===== src/rtl/data_mem_ctrl.sv =====
`default_nettype none
// ============================================================================
// Module   : data_mem_ctrl
// Brief    : Word memory controller: one- or two-beat accesses, a fixed
//            wait-state count, and a valid/ready request/response handshake.
// Revision : 1.0
// ============================================================================
module data_mem_ctrl #(
  parameter int DATA_W = 8,
  parameter int ADDR_W = 8,
  parameter int WAIT   = 1
) (
  input  logic                  clk,
  input  logic                  rst_n,
  input  logic                  req_valid,
  output logic                  req_ready,
  input  logic                  req_we,
  input  logic                  req_wide,
  input  logic [ADDR_W-1:0]     req_addr,
  input  logic [2*DATA_W-1:0]   req_wdata,
  output logic                  rsp_valid,
  input  logic                  rsp_ready,
  output logic [2*DATA_W-1:0]   rsp_rdata
);

  localparam int DEPTH = 2**ADDR_W;

  typedef enum logic [1:0] {
    IDLE = 2'd0,
    BUSY = 2'd1,
    RESP = 2'd2
  } state_t;

  state_t                state;
  logic                  we_q;
  logic                  wide_q;
  logic                  beat;
  logic [ADDR_W-1:0]     addr_q;
  logic [2*DATA_W-1:0]   wdata_q;
  logic [3:0]            wait_cnt;

  // Memory is deliberately outside the reset domain; contents survive rst_n.
  logic [DATA_W-1:0]     mem [DEPTH] = '{default: '0};

  logic                  access;
  logic [ADDR_W-1:0]     beat_addr;
  logic [DATA_W-1:0]     beat_wdata;
  logic [DATA_W-1:0]     rd_word;

  assign access     = (state == BUSY) && (wait_cnt == 4'd0);
  // ADDR_W-bit sum wraps DEPTH-1 back to 0 for the second beat.
  assign beat_addr  = addr_q + {{(ADDR_W-1){1'b0}}, beat};
  assign beat_wdata = beat ? wdata_q[2*DATA_W-1:DATA_W] : wdata_q[DATA_W-1:0];
  assign rd_word    = mem[beat_addr];

  always_ff @(posedge clk) begin
    if (access && we_q)
      mem[beat_addr] <= beat_wdata;
  end

  always_ff @(posedge clk or negedge rst_n) begin
    if (!rst_n) begin
      state     <= IDLE;
      req_ready <= 1'b1;
      rsp_valid <= 1'b0;
      rsp_rdata <= '0;
      wait_cnt  <= 4'd0;
      beat      <= 1'b0;
      we_q      <= 1'b0;
      wide_q    <= 1'b0;
      addr_q    <= '0;
      wdata_q   <= '0;
    end else begin
      case (state)
        IDLE: begin
          if (req_valid) begin
            we_q      <= req_we;
            wide_q    <= req_wide;
            addr_q    <= req_addr;
            wdata_q   <= req_wdata;
            wait_cnt  <= 4'(WAIT);
            beat      <= 1'b0;
            req_ready <= 1'b0;
            state     <= BUSY;
          end
        end
        BUSY: begin
          if (wait_cnt != 4'd0) begin
            wait_cnt <= wait_cnt - 4'd1;
          end else begin
            if (!beat)
              rsp_rdata <= we_q ? '0 : {{DATA_W{1'b0}}, rd_word};
            else if (!we_q)
              rsp_rdata[2*DATA_W-1:DATA_W] <= rd_word;
            if (wide_q && !beat) begin
              beat <= 1'b1;
            end else begin
              state     <= RESP;
              rsp_valid <= 1'b1;
            end
          end
        end
        RESP: begin
          if (rsp_ready) begin
            state     <= IDLE;
            rsp_valid <= 1'b0;
            req_ready <= 1'b1;
          end
        end
        default: begin
          state     <= IDLE;
          req_ready <= 1'b1;
          rsp_valid <= 1'b0;
        end
      endcase
    end
  end

endmodule
`default_nettype wire


===== config.mk =====
export PLATFORM = sky130hd
export DESIGN_NAME = data_mem_ctrl
export DESIGN_NICKNAME = d
export VERILOG_FILES = /design/src/rtl/data_mem_ctrl.sv
export SDC_FILE = /design/constraint.sdc
export NUM_CORES = 2
export LEC_CHECK = 0
export ABC_CLOCK_PERIOD_IN_PS = 4330
export BUFFER_PORTS_ARGS = -buffer_cell sky130_fd_sc_hd__buf_2
export CORE_MARGIN = 4
export CORE_UTILIZATION = 45
export DETAILED_ROUTE_END_ITERATION = 10
export PLACE_DENSITY = 0.63
export SLEW_MARGIN = 20
export SYNTH_ARGS = -nofsm -noshare
export SYNTH_HDL_FRONTEND = slang
export SYNTH_SLANG_ARGS = --single-unit

===== constraint.sdc =====
create_clock -name clk -period 4.33 [get_ports clk]
set_input_delay 0.866 -clock clk [delete_from_list [all_inputs] [get_ports clk]]
set_output_delay 0.866 -clock clk [all_outputs]
set_load 0.02 [all_outputs]

Word-level counts from Yosys, hierarchy flattened
Memories as Yosys holds them, arrays and structs flattened.
Cells that the tools add are included.
{"block": "word_totals", "ff_bits": 51, "mem_bits_rw": 2048, "in_bits": 30, "out_inout_bits": 18, "elab_cells": 67, "memories": 1}
{"memory": "mem", "words": 256, "width": 8, "read_ports": 1, "rd_clocked_by_memory_dff": 0, "wr": 1, "line_no": "43", "source": "logic [DATA_W-1:0] mem [DEPTH] = '{default: '0};"}
{"block": "op_classes", "addsub": 2, "n_eq_ne": 9, "n_mux": 24, "bitwise": 4, "n_reduce_logical": 16}
{"operator": "8-bit two-way mux", "n": 4}
{"operator": "3-bit AND reduction", "n": 4}
{"operator": "4-bit AND reduction", "n": 3}
{"operator": "2-bit inequality test, second input constant", "n": 5}
{"operator": "1-bit two-way mux", "n": 9}
{"operator": "8-bit by 1-bit adder with 8-bit output", "n": 1}
{"operator": "2-bit two-way mux", "n": 4}
{"operator": "4-bit two-way mux", "n": 2}
{"operator": "4-bit one-hot mux with 2 select lines", "n": 1}
{"operator": "1-bit one-hot mux with 3 select lines", "n": 2}
{"operator": "2-bit one-hot mux with 3 select lines", "n": 1}
{"operator": "4-bit zero test", "n": 1}
{"operator": "2-bit by 1-bit inequality test with 1-bit output, second input constant", "n": 2}
{"operator": "1-bit inverter", "n": 4}
{"operator": "4-bit nonzero test", "n": 1}
{"operator": "4-bit by 1-bit subtractor with 4-bit output, second input constant", "n": 1}
{"operator": "1-bit logical AND", "n": 3}
{"operator": "2-bit by 1-bit == test with 1-bit output, second input constant", "n": 1}
{"operator": "2-bit == test, second input constant", "n": 1}
{"operator": "2-bit zero test", "n": 1}
{"operator": "1-bit one-hot mux with 2 select lines", "n": 1}
{"operator": "2-bit AND reduction", "n": 1}
{"operator": "2-bit nonzero test", "n": 1}
{"operator": "1-bit zero test", "n": 1}

Depth between registers and ports, before layout
{"block": "depth", "depth_word": 5, "depth_mapped": 12, "mapped_depth_nobuf": 9}

Least setup slack after synthesis
OpenSTA, ideal clock, no wires.
{"block": "synth_timing", "kind": "register -> register", "startpoint": "register beat", "endpoint": "memory mem[0][0] (data pin)", "setup_time_ps": 555, "t_arrival_ps": 2618, "required_time_ps": 3775, "slack_ps": 1157, "path_stages_with_launch": 3, "path_buffers": 1, "synth_period_minus_slack_ps": 3173, "cell_sequence": "dfrtp_1 -> buf_1 -> mux2_2"}
{"block": "synth_via", "elab_chain_len": 1}
{"item": "start, declared", "line_no": "37", "source": "logic beat;"}
{"item": "start signal, assigned", "line_no": "68", "source": "beat <= 1'b0;"}
{"item": "start signal, assigned", "line_no": "82", "source": "beat <= 1'b0;"}
{"item": "start signal, assigned", "line_no": "96", "source": "beat <= 1'b1;"}
{"item": "8-bit two-way mux", "line_no": "53", "source": "assign beat_wdata = beat ? wdata_q[2*DATA_W-1:DATA_W] : wdata_q[DATA_W-1:0];"}
{"item": "named net beat_wdata[0]", "line_no": "47", "source": "logic [DATA_W-1:0] beat_wdata;"}
{"item": "end, declared", "line_no": "43"}
The timed path passes the listed nets, and every way through them passes these cells.

Worst setup path in the final report
{"block": "layout_timing", "startpoint": "register beat", "endpoint": "register rsp_rdata[7]"}
{"block": "layout_via", "elab_chain_len": 3}
{"item": "8-bit by 1-bit adder with 8-bit output", "line_no": "52", "source": "assign beat_addr = addr_q + {{(ADDR_W-1){1'b0}}, beat};"}
{"item": "memory read 256 x 8 bit"}
{"item": "8-bit two-way mux", "line_no": "92", "source": "rsp_rdata <= we_q ? '0 : {{DATA_W{1'b0}}, rd_word};"}
{"item": "end signal, assigned", "line_no": "92"}
{"item": "end signal, assigned by index", "line_no": "94", "source": "rsp_rdata[2*DATA_W-1:DATA_W] <= rd_word;"}
{"item": "end, declared", "line_no": "23", "source": "output logic [2*DATA_W-1:0] rsp_rdata"}
Several ways; a longest one is shown, not always the timed one.
A chain may end at the register's enable or synchronous reset.

==> metrics.md <==
| Metric | Value |
|---|---|
| DR vias/cell | `6.03` |
| Synth Area in Compound Gates | `4.22%` |
| Core Area | `0.179 mm²` |
| Final total power | `70300 µW` |
| Number of cell rows | `155` |
| Cell taking the most area after synthesis | `edfxtp_1` |
| Wire per inst | `30.0 µm` |
| Final Hold Vio Count | `0` |
| Critical Path Start Type | `flip-flop` |
| Final Setup Violations | `0` |
| Die Area | `0.188 mm²` |
| Antenna violations before repair | `3` |
| Hpwl dp | `128 mm` |
| Worst hold path type | `primary input to asynchronous set/reset pin` |
| Overall Global Routing Usage | `22.2%` |
| Syn_area_per_cell | `20.8 µm²` |
| RSZ-0062 raised after global routing | `no` |
| Post-Synth XOR/XNOR Area | `0.0753%` |
| Reg2Reg Launch Point | `beat` |
| Max_cap viols | `0` |
| Crit path max-delay cell type | `o41ai_1` |
| PortBufs | `47` |
| Fmax | `240 MHz` |
| Hold buffer count at cts | `0` |
| CP cell instances | `ha_4 > ha_4 > buf_12 > buf_4 > mux4_2 > a21oi_1 > o41ai_1 > a41oi_1 > nor4_2 > a22o_1` |
| CTS clk-pin slew, worst paths | `0.06 ns` |
| Adder-Cell Fraction of Synth Area | `0.0615%` |
| Num ports | `48` |
| Count of cell types in the netlist | `49` |
| Critical path buffer and inverter count | `2` |
| Final Max Tran Viols | `0` |
| Worst slack at placement | `-0.0980 ns` |
| Fin nets | `4407` |
| Vias in the first global route | `42000` |
| Critical Path Max Stage Delay | `0.98 ns` |
| Ratio of final minimum period to clock period | `96.2%` |
| Via count | `41600` |
| FF+latch count, synth | `2099` |
| Main combinational cell family by area after synthesis | `multiplexers` |
| Largest net degree at the start of global routing | `144` |
| Cell area after synthesis | `0.0814 mm²` |
| Clock Latency Late Sink | `0.83 ns` |
| Post-synth top area share | `75.5%` |
| Max Clock Skew | `0.0410 ns` |
| Vert. Die Dim | `433 µm` |
| Reg2reg path depth | `10` |
| Syn Nets | `3947` |
| Simple-Gate Fraction of Synth Area | `2.31%` |
| Post-layout min period | `4.16 ns` |
| Chip width | `433 µm` |
| Reg-to-reg slack, setup | `0.17 ns` |
| Normalized max-slew margin | `23.9%` |
| Setup CP Type | `flip-flop to flip-flop` |
| CP Max Fanout | `52` |
| Synth area leaders | `edfxtp_1 76%, mux4_2 14%, nor2_1 1.7%, a21oi_1 1.6%, dfrtp_1 1.5%` |
| H-tree Lvls | `4` |
| Cell repeated most along the worst path | `ha_4` |
| Final-layout fill cell count | `13800` |
| Starting Density | `45.4%` |
| First-pass GRT wire length | `301 mm` |
| Worst EP required | `5.09 ns` |
| Leak pwr | `0.0301 µW` |
| Setup ws final | `0.166 ns` |
| Share of layout cells above drive strength 1 | `30.1%` |
| Drt first pass iters | `5` |
| Status | `finished clean` |
| Layout area overhead | `15.8%` |
| DRC Markers | `0` |
| Sequential area share after synthesis | `77.1%` |
| Slew @ Worst Pin | `1.13 ns` |
| Pwr dens | `746 mW/mm²` |
| Mapped Cells | `3913` |
| Reg2reg end | `rsp_rdata[7]` |
| Starting DRC count in detailed routing | `4900` |
| CTS tree | `yes` |
| Congestion Overflow GR | `0` |
| Post-synth ARST share | `2.43%` |
| Number of enable flip-flop cells after synthesis | `2048` |
| Post-CTS setup buffers | `0` |
| CP top delay family | `compound AO/OA/AOI/OAI gates` |
| CP endpoint kind | `flip-flop` |
| Multiplexer share of the synthesized area | `14.6%` |
| Total wire length | `207 mm` |
| Antenna viol nets, final | `0` |
| Clk sinks | `2099` |
| CTS Root Buffer Type | `clkbuf_16` |
| WP data arrival | `4.92 ns` |
| Worst VDD drop | `1.19 mV` |
| Synth warn | `0` |
| Primary FF master, synth | `edfxtp_1` |
| Final Util | `52.6%` |
| Clk buf depth | `3` |
| Placer's final routability congestion estimate | `0.868` |
| Num CTS Buffers | `204` |
## per-stage QoR
stage	cells	setup TNS (ns)	hold WS, ns	cell area [µm²]
finish	6905	0	0.198	94200
detailed placement	6521	-0.222	0.482	87700
CTS	6900	0	0.157	94200
global route	6903	0	0.209	94200
global placement	6521	-0.175	0.474	87700
floorplan	3913	0	0.468	81400
## cell families (layout without fill, tap and decap cells)
group,Yosys count,count (layout)
buf+inv,266,899
compound gates,540,540
mux,547,547
xor+xnor,7,7
simple gates,450,450
other cells,0,4
flops,2099,2099
fa+ha+maj,4,4
## worst max-delay path by stage
| stage | cells past startpoint | slack [ns] | to | start |
|---|---|---|---|---|
| after global placement | 10 | -0.08 | rsp_rdata[2] | beat |
| after floorplan | 2 | 1.16 | mem[0][0] | beat |
| final | 10 | 0.17 | rsp_rdata[7] | beat |
| after detailed placement | 10 | -0.1 | rsp_rdata[2] | beat |
| after global routing | 10 | 0.02 | rsp_rdata[7] | beat |
| after CTS | 10 | 0.04 | rsp_rdata[3] | beat |
## report_power, final
group | switching [µW] | internal (µW) | total (µW)
combinational | 16000 | 10200 | 26200
sequential | 284 | 26600 | 26900
clock | 7520 | 9780 | 17300
total | 23800 | 46500 | 70300
## cell type report
| cell class | instances | area [µm²] | area share, % |
|---|---|---|---|
| clock inverter | 112 | 1020 | 1.08 |
| clock buffer | 267 | 5470 | 5.80 |
| tap | 2355 | 2950 | 3.13 |
| sequential | 2099 | 62800 | 66.6 |
| antenna | 4 | 10.0 | 0.0106 |
| timing repair buffer | 514 | 4390 | 4.65 |
| multi-input combinational | 1548 | 17600 | 18.7 |
| inverter | 6 | 22.5 | 0.0239 |
## cells in the final DEF, fill, tap and decap left out, types with 27 or more instances in the layout
cell       count
a21oi_1      259
a41oi_1       32
buf_12        50
buf_2         47
buf_4        416
clkbuf_1      55
clkbuf_16    208
clkinv_1      52
clkinv_2      29
dfrtp_1       50
edfxtp_1    2048
mux2_2        27
mux4_2       512
nand2_1       36
nor2_1       364
o22ai_1       80
o31ai_1       80
o41ai_1       46
## sequential cells by signal (all words and copies together) (netlist names)
signal     flops
addr_q         8
beat           1
mem         2048
req_ready      1
rsp_rdata     16
rsp_valid      1
state          2
wait_cnt       4
wdata_q       16
we_q           1
wide_q         1
## cells in the mapped netlist (3+ instances only)
| cell type | n |
|---|---|
| inv_1 | 6 |
| dfrtp_1 | 50 |
| xnor2_1 | 4 |
| o21ai_0 | 12 |
| ha_1 | 4 |
| o22ai_1 | 80 |
| buf_4 | 49 |
| nand2_1 | 36 |
| a22o_1 | 10 |
| clkbuf_1 | 104 |
| edfxtp_1 | 2048 |
| xor2_1 | 3 |
| nor2_1 | 365 |
| o31ai_1 | 81 |
| buf_1 | 24 |
| nand3_1 | 5 |
| nor3b_1 | 4 |
| nand2b_1 | 11 |
| a41oi_1 | 32 |
| buf_2 | 82 |
| mux4_2 | 512 |
| a21oi_1 | 259 |
| a21bo_1 | 9 |
| nor4_2 | 8 |
| mux2_2 | 35 |
| o41ai_1 | 48 |
| nor3_1 | 5 |
## repair_timing
action,CTS,global route
endpoints found under the setup margin,4,1
resized for setup,2,1
hold endpoints to repair,0,0
## routing by layer
layer / vias up / share of wire [%] / wire (µm) / global-route usage [%]
met2: 1843 / 48 / 100000 / 35.3
li1: 17300 / - / - / -
met5: - / 0 / 0 / 0
met1: 22200 / 41 / 83900 / 31.3
met3: 382 / 7.4 / 15400 / 3.72
met4: 0 / 3.7 / 7630 / 7.90
No activity file was read; power rests on OpenSTA's default activity.
